===== src/rtl/rom_arb_pkg.sv =====
// Shared constants for the two-port ROM arbiter: FSM state encoding and port indices.
package rom_arb_pkg;

  typedef logic [1:0] state_t;
  typedef logic       port_t;

  localparam state_t ST_IDLE    = 2'd0;
  localparam state_t ST_ISSUE   = 2'd1;
  localparam state_t ST_CAPTURE = 2'd2;

  localparam port_t PORT0 = 1'b0;
  localparam port_t PORT1 = 1'b1;

endpackage


===== src/rtl/rom_arb_if.sv =====
// Requester and ROM-side signals of the arbiter; slave = arbiter view, master = environment view.
interface rom_arb_if #(
  parameter int AW = 14,
  parameter int DW = 8
);
  logic          req0;
  logic          req1;
  logic [AW-1:0] addr0;
  logic [AW-1:0] addr1;
  logic          ack0;
  logic          ack1;
  logic          valid0;
  logic          valid1;
  logic [DW-1:0] data0;
  logic [DW-1:0] data1;
  logic          rom_enable;
  logic [AW-1:0] rom_address;
  logic [DW-1:0] rom_q;
  logic          busy;

  modport slave (
    input  req0, req1, addr0, addr1, rom_q,
    output ack0, ack1, valid0, valid1, data0, data1, rom_enable, rom_address, busy
  );

  modport master (
    output req0, req1, addr0, addr1, rom_q,
    input  ack0, ack1, valid0, valid1, data0, data1, rom_enable, rom_address, busy
  );
endinterface


===== src/rtl/rom_arb_pick.sv =====
// Combinational 2-way picker: ptr_i names the port that wins a tie when rr_i is set,
// otherwise port 0 always wins a tie.
module rom_arb_pick
  import rom_arb_pkg::*;
(
  input  logic  req0_i,
  input  logic  req1_i,
  input  port_t ptr_i,
  input  logic  rr_i,
  output port_t win_o
);

  always_comb begin
    win_o = PORT0;
    if (req0_i && req1_i) begin
      win_o = rr_i ? ptr_i : PORT0;
    end else if (req1_i) begin
      win_o = PORT1;
    end
  end

endmodule


===== src/rtl/rom_arbiter.sv =====
// Two-port arbiter onto a 1-cycle synchronous ROM: ack at T+1, valid/data at T+3, one access per 3 cycles.
// Requesters hold req/addr until ack; requests are only sampled while IDLE.
module rom_arbiter
  import rom_arb_pkg::*;
#(
  parameter int AW = 14,
  parameter int DW = 8,
  parameter int RR = 1
) (
  input  logic      clock,
  input  logic      reset,
  rom_arb_if.slave  bus
);

  state_t        state_q, state_d;
  port_t         ptr_q, ptr_d;
  port_t         win_q, win_d;
  port_t         pick;
  logic [AW-1:0] rom_address_q, rom_address_d;
  logic          ack0_q, ack0_d, ack1_q, ack1_d;
  logic          valid0_q, valid0_d, valid1_q, valid1_d;
  logic [DW-1:0] data0_q, data0_d, data1_q, data1_d;

  rom_arb_pick u_pick (
    .req0_i (bus.req0),
    .req1_i (bus.req1),
    .ptr_i  (ptr_q),
    .rr_i   (RR != 0),
    .win_o  (pick)
  );

  always_comb begin
    state_d       = state_q;
    ptr_d         = ptr_q;
    win_d         = win_q;
    rom_address_d = rom_address_q;
    ack0_d        = 1'b0;
    ack1_d        = 1'b0;
    valid0_d      = 1'b0;
    valid1_d      = 1'b0;
    data0_d       = data0_q;
    data1_d       = data1_q;

    case (state_q)
      ST_IDLE: begin
        if (bus.req0 || bus.req1) begin
          rom_address_d = (pick == PORT1) ? bus.addr1 : bus.addr0;
          ack0_d        = (pick == PORT0);
          ack1_d        = (pick == PORT1);
          win_d         = pick;
          // Pointer moves only on a grant: the loser gets the next tie.
          ptr_d         = ~pick;
          state_d       = ST_ISSUE;
        end
      end
      ST_ISSUE: begin
        state_d = ST_CAPTURE;
      end
      ST_CAPTURE: begin
        state_d = ST_IDLE;
        if (win_q == PORT0) begin
          valid0_d = 1'b1;
          data0_d  = bus.rom_q;
        end else begin
          valid1_d = 1'b1;
          data1_d  = bus.rom_q;
        end
      end
      default: begin
        state_d = ST_IDLE;
      end
    endcase
  end

  always_ff @(posedge clock) begin
    if (reset) begin
      state_q       <= ST_IDLE;
      ptr_q         <= PORT0;
      win_q         <= PORT0;
      rom_address_q <= '0;
      ack0_q        <= 1'b0;
      ack1_q        <= 1'b0;
      valid0_q      <= 1'b0;
      valid1_q      <= 1'b0;
      data0_q       <= '0;
      data1_q       <= '0;
    end else begin
      state_q       <= state_d;
      ptr_q         <= ptr_d;
      win_q         <= win_d;
      rom_address_q <= rom_address_d;
      ack0_q        <= ack0_d;
      ack1_q        <= ack1_d;
      valid0_q      <= valid0_d;
      valid1_q      <= valid1_d;
      data0_q       <= data0_d;
      data1_q       <= data1_d;
    end
  end

  assign bus.ack0        = ack0_q;
  assign bus.ack1        = ack1_q;
  assign bus.valid0      = valid0_q;
  assign bus.valid1      = valid1_q;
  assign bus.data0       = data0_q;
  assign bus.data1       = data1_q;
  assign bus.rom_enable  = (state_q == ST_ISSUE);
  assign bus.rom_address = rom_address_q;
  assign bus.busy        = (state_q != ST_IDLE);

endmodule


===== src/flat_wrapper.sv =====
// flat-port wrapper written by rule: the top's interface ports become plain ports
module rom_arbiter_flat import rom_arb_pkg::*;
#(
  parameter int AW = 14,
  parameter int DW = 8,
  parameter int RR = 1
)
  (clock, reset, bus_req0, bus_req1, bus_addr0, bus_addr1, bus_rom_q, bus_ack0, bus_ack1, bus_valid0, bus_valid1, bus_data0, bus_data1, bus_rom_enable, bus_rom_address, bus_busy);
  rom_arb_if #(.AW(AW), .DW(DW)) bus_i ();
  input  logic clock;
  input  logic reset;
  input wire logic [$bits(bus_i.req0)-1:0] bus_req0;
  input wire logic [$bits(bus_i.req1)-1:0] bus_req1;
  input wire logic [$bits(bus_i.addr0)-1:0] bus_addr0;
  input wire logic [$bits(bus_i.addr1)-1:0] bus_addr1;
  input wire logic [$bits(bus_i.rom_q)-1:0] bus_rom_q;
  output wire logic [$bits(bus_i.ack0)-1:0] bus_ack0;
  output wire logic [$bits(bus_i.ack1)-1:0] bus_ack1;
  output wire logic [$bits(bus_i.valid0)-1:0] bus_valid0;
  output wire logic [$bits(bus_i.valid1)-1:0] bus_valid1;
  output wire logic [$bits(bus_i.data0)-1:0] bus_data0;
  output wire logic [$bits(bus_i.data1)-1:0] bus_data1;
  output wire logic [$bits(bus_i.rom_enable)-1:0] bus_rom_enable;
  output wire logic [$bits(bus_i.rom_address)-1:0] bus_rom_address;
  output wire logic [$bits(bus_i.busy)-1:0] bus_busy;
  assign bus_i.req0 = bus_req0;
  assign bus_i.req1 = bus_req1;
  assign bus_i.addr0 = bus_addr0;
  assign bus_i.addr1 = bus_addr1;
  assign bus_i.rom_q = bus_rom_q;
  assign bus_ack0 = bus_i.ack0;
  assign bus_ack1 = bus_i.ack1;
  assign bus_valid0 = bus_i.valid0;
  assign bus_valid1 = bus_i.valid1;
  assign bus_data0 = bus_i.data0;
  assign bus_data1 = bus_i.data1;
  assign bus_rom_enable = bus_i.rom_enable;
  assign bus_rom_address = bus_i.rom_address;
  assign bus_busy = bus_i.busy;
  rom_arbiter #(.AW(AW), .DW(DW), .RR(RR)) u_core (.clock(clock), .reset(reset), .bus(bus_i));
endmodule

===== config.mk =====
export PLATFORM = sky130hd
export DESIGN_NAME = rom_arbiter_flat
export DESIGN_NICKNAME = d
export VERILOG_FILES = /design/src/rtl/rom_arb_pkg.sv /design/src/rtl/rom_arb_if.sv /design/src/rtl/rom_arb_pick.sv /design/src/rtl/rom_arbiter.sv /design/src/flat_wrapper.sv
export SDC_FILE = /design/constraint.sdc
export NUM_CORES = 1
export LEC_CHECK = 0
export CAP_MARGIN = 20
export CORE_MARGIN = 4
export CORE_UTILIZATION = 44
export DETAILED_ROUTE_END_ITERATION = 6
export HOLD_SLACK_MARGIN = 0.08
export PLACE_DENSITY = 0.84
export SYNTH_ARGS = -nofsm -noshare
export SYNTH_HDL_FRONTEND = slang
export SYNTH_SLANG_ARGS = --single-unit

===== constraint.sdc =====
create_clock -name clock -period 2.1 [get_ports clock]
set_input_delay 0.42 -clock clock [delete_from_list [all_inputs] [get_ports clock]]
set_output_delay 0.42 -clock clock [all_outputs]
set_load 0.005 [all_outputs]

# Word level (Yosys, flattened, before mapping)

Cells that the tools add are included.

Flip-flop bits (word level): 38

Eq/ne operators: 3
Mux-type cells: 7
Bitwise operators: 5
Reduce and logical (&&, ||, !) cells: 9

Operators by type and width:

| operator                                             | count |
|---|---|
| two-way mux 14 bit                                   | 1 |
| AND reduction 2 bit                                  | 3 |
| inverter 1 bit                                       | 5 |
| two-way mux 1 bit                                    | 4 |
| one-hot mux 2 bit (2 select lines)                   | 1 |
| OR reduction 3 bit                                   | 1 |
| equality test 2 x 1 -> 1 bit (second input constant) | 1 |
| equality test 2 bit (second input constant)          | 1 |
| logical NOT 2 bit                                    | 1 |
| two-way mux 2 bit                                    | 1 |
| != test 2 x 1 -> 1 bit (second input constant)       | 1 |
| nonzero test 2 bit                                   | 1 |
| OR reduction 2 bit                                   | 1 |
| logical AND 1 bit                                    | 1 |
| logical OR 1 bit                                     | 1 |

# Longest topological paths before layout

Depth in word-level cells: 3
Gate-level depth with buffers: 6
Depth with buffers taken out: 4

# By module

From an unflattened synthesis, not the netlist that was laid out.

Cell total of the unflattened synthesis: 149
Area total of the unflattened synthesis: 1595.3 sq um

By module, submodules not included:

| module       | times used | cells each | area each (sq um) | seq. area each (sq um) |
|---|---|---|---|---|
| rom_arbiter  | 1          | 147        | 1584.0            | 760.7 |
| rom_arb_pick | 1          | 2          | 11.3              | 0.0 |

# Worst setup path after synthesis

Ideal clock, no wire load.

Kind: input port to flip-flop
Start point: in bus_req1
End point: reg u_core.rom_address_q[0], in the netlist u_core.bus.rom_address[0]
Setup time: 0.147 ns
Arrival: 1.207 ns
Data required time: 1.953 ns
Slack: 0.746 ns
Stages on the path: 6
Buffers on the path: 3
Cell sequence: buf_6 or2_1 buf_6 buf_12 a21oi_2 a311oi_2

Cells in the longest elaborated chain, start to end: 3
Elaborated cells on any way between the ends: 6
Those cells by class: mux: 3; reduce/logical: 3

Ends and longest elaborated chain:

| item                                                   | RTL line                               | RTL |
|---|---|---|
| start, declared                                        | flat_wrapper.sv:13                     | `input wire logic [$bits(bus_i.req1)-1:0] bus_req1;` |
| two-way mux 1 bit or logical AND 1 bit (tied branches) | rom_arb_pick.sv:17, rom_arb_pick.sv:15 |  |
| two-way mux 1 bit                                      | rom_arb_pick.sv:15                     | `if (req0_i && req1_i) begin` |
| two-way mux 14 bit                                     | rom_arbiter.sv:47                      | `rom_address_d = (pick == PORT1) ? bus.addr1 : bus.addr0;` |
| end signal, assigned                                   | rom_arbiter.sv:91                      | `rom_address_q <= rom_address_d;` |
| end, declared                                          | rom_arbiter.sv:19                      | `logic [AW-1:0] rom_address_q, rom_address_d;` |

Several ways; a longest one is shown, not always the timed one.
A chain may end at the register's enable or synchronous reset.

# Worst setup path after layout

Start point: reg u_core.state_q[0]
End point: out bus_rom_enable

Cells in the longest elaborated chain, start to end: 1

Ends and longest elaborated chain:

| item                         | RTL line           | RTL |
|---|---|---|
| start, declared              | rom_arbiter.sv:15  | `state_t state_q, state_d;` |
| start signal, assigned       | rom_arbiter.sv:88  | `state_q <= state_d;` |
| equality test 2 x 1 -> 1 bit | rom_arbiter.sv:107 | `assign bus.rom_enable = (state_q == ST_ISSUE);` |
| end, declared                | flat_wrapper.sv:23 | `output wire logic [$bits(bus_i.rom_enable)-1:0] bus_rom_enable;` |

Every way passes these cells.

==> run metrics <==
core area 3661 um^2; worst hold path type flop to flop; effective utilization at floorplan 45.83%; register bit count reported by yosys 38; clk sinks 38; type of element capturing the critical path output pin; maximum number of pins on one net before global-route repair 18; library cell used as clock root buffer sky130_fd_sc_hd__clkbuf_8; netlist area before placement 1678 um^2; Detail Placement HPWL 3038 um; first-pass GRT wire length 6948 um; number of enable-type register cells in the synthesized netlist 0; top layer reached by signal wires met4; Critical Path Fanout Max 4; CTS clk-pin slew, worst paths 0.07 ns; timing-limited maximum frequency 538.1 MHz; Max transition margin 50.73%; sequential share of the synthesized area 45.34%; worst ir drop on vdd 433.0 uV; met2 routed wirelength 2021 um; PD cells 705.3 nW/um^2; clock insertion delay at the later pin of the skew report 0.28 ns; number of buffers on the longest clock path 2; detailed-routing wirelength on met1 1903 um; number of post-CTS setup repair buffers 0; I/O pin total 76; DR WL/cell 14.45 um; total of buffers placed on input and output ports 75; Total Wirelength 4163 um; startpoint kind of the worst setup timing path flop; Total Power 1.789 mW; status finished, final reports clean; DIE WIDTH 69.75 um; Layout Nets 279; transition time of the tightest slew-check pin 0.7391 ns; Clock H-tree levels 2; accumulated negative setup slack 0 ns; first drt pass iteration count 4; routed vias/inst 5.045; die area 4865 um^2; cells resized by post-CTS repair 0; RSZ-0062 raised after global routing no; pins over their slew limit 0; critical path data required time 1.68 ns; count of maximum capacitance violations 0; most common library cell in the layout ignoring fill and taps sky130_fd_sc_hd__clkdlybuf4s50_1; cell area after placement 2427 um^2; final core occ 69.28%; antenna violations before repair 0; Place WS 0.01208 ns; share of layout cells above drive strength 1 16.67%; post-layout instance area 2536 um^2; global-route congestion overflow total 0; 1st-iter DRT viols 92; remaining design rule violation count 0; type of the worst setup path flop to output pin; hold_buf cts 0; Final Hold Vio Count 0; count of final setup violators 0; syn nets 206; number of inserted diodes 0; time the final worst path needs with I/O delays and setup 1.858 ns; Num CTS Buffers 5; number of distinct library cells after synthesis 30; average size of a mapped cell 10.11 um^2; CTS tree yes; data arrival time of the critical path 1.44 ns; site row count 22; final worst path period share 88.49%; top_reg_cell synth sky130_fd_sc_hd__dfxtp_1; detailed route wirelength on metal3 198 um; global-route usage over all layers 17.64%; clk_skew 0.004173 ns; Antenna Nets Post-Route 0; post-synthesis cell count 166; most frequent cells in the layout sky130_fd_sc_hd__clkdlybuf4s50_1, sky130_fd_sc_hd__dfxtp_1, sky130_fd_sc_hd__nor2_1, sky130_fd_sc_hd__mux2i_1, sky130_fd_sc_hd__nand3_1; setup ws final 0.2418 ns; asr flop ratio synth 0%; area grow syn2layout 51.16%; final weighted congestion in routability-driven placement 0.7527; synth warn 0; vias after detailed routing 1453; via count of the first global-routing pass 1414; P_leak 0.9676 nW; vertical die dimension 69.75 um
-- power by group --
group / switching [mW] / internal [mW] / leakage [nW]
sequential: 0.0296 / 0.769 / 0.311
clock: 0.250 / 0.349 / 0.0579
combinational: 0.167 / 0.223 / 0.598
-- through the flow --
step                std cells  hold WS, ns
detailed placement        280       0.4884
global route              288       0.5404
global placement          280       0.4744
CTS                       288       0.5055
finish                    288       0.5017
floorplan                 166       0.4677
-- synthesized netlist by cell type (2+ instances only) --
master | n | area share [%]
sky130_fd_sc_hd__a311oi_2 | 11 | 9.8
sky130_fd_sc_hd__nand3_1 | 15 | 4.5
sky130_fd_sc_hd__o21ai_0 | 14 | 4.2
sky130_fd_sc_hd__a21oi_1 | 6 | 1.8
sky130_fd_sc_hd__buf_2 | 3 | 0.89
sky130_fd_sc_hd__mux2i_1 | 16 | 9.5
sky130_fd_sc_hd__buf_6 | 3 | 2.0
sky130_fd_sc_hd__clkbuf_1 | 4 | 0.89
sky130_fd_sc_hd__nor2_4 | 2 | 1.3
sky130_fd_sc_hd__inv_2 | 2 | 0.45
sky130_fd_sc_hd__a311oi_1 | 3 | 1.6
sky130_fd_sc_hd__and2_1 | 2 | 0.75
sky130_fd_sc_hd__dfxtp_1 | 38 | 45
sky130_fd_sc_hd__nand2_1 | 2 | 0.45
sky130_fd_sc_hd__nor2_1 | 19 | 4.3
sky130_fd_sc_hd__a21oi_2 | 9 | 4.7
sky130_fd_sc_hd__buf_4 | 4 | 1.8
-- flip-flops by register name, indices dropped and copies added (netlist names) --
register	count
u_core.bus.ack1	1
u_core.bus.valid0	1
u_core.bus.data1	8
u_core.win_q	1
u_core.ptr_q	1
u_core.bus.rom_address	14
u_core.bus.ack0	1
u_core.bus.data0	8
u_core.state_q	2
u_core.bus.valid1	1
-- path summary, 6_finish.rpt --
| kind | start | end | slack [ns] | cells past startpoint |
|---|---|---|---|---|
| max reg2reg | u_core.state_q[0] | u_core.bus.data1[1] | 0.75 | 3 |
| max | u_core.state_q[0] | bus_rom_enable | 0.24 | 2 |
| min reg2reg | u_core.bus.data0[7] | u_core.bus.data0[7] | 0.50 | 2 |
| min | u_core.bus.data0[7] | u_core.bus.data0[7] | 0.50 | 2 |
-- kinds of logic (layout without fill, tap and decap cells) --
family	count (synthesis)	in the layout	share of synthesized area [%]
AOI/OAI and AO/OA	45	45	22.97
muxes	16	16	9.545
buffers and inverters	19	93	7.755
and+or+nand+nor	48	48	14.39
DFF	38	38	45.34
-- routing by layer --
layer | vias to the layer above | GRT usage, %
met5 | - | 0
met3 | 5 | 4.928
met1 | 672 | 23.44
met4 | 0 | 5.106
li1 | 740 | -
met2 | 36 | 27.97
-- layout make-up --
cell class,count,area (um^2)
fillers,304,1125
flip-flops and latches,38,760.7
repair buffers,82,803.3
clock buffers,5,68.82
inverters,3,11.26
clock inverters,3,40.04
well taps,48,60.06
multi-input cells,109,792.0
-- critical path: stages, from the launching register on --
cell and delay, ns:
sky130_fd_sc_hd__dfxtp_1 0.43, sky130_fd_sc_hd__nor2b_1 0.20, sky130_fd_sc_hd__clkdlybuf4s50_1 0.53
No activity file was read; power rests on OpenSTA's default activity.
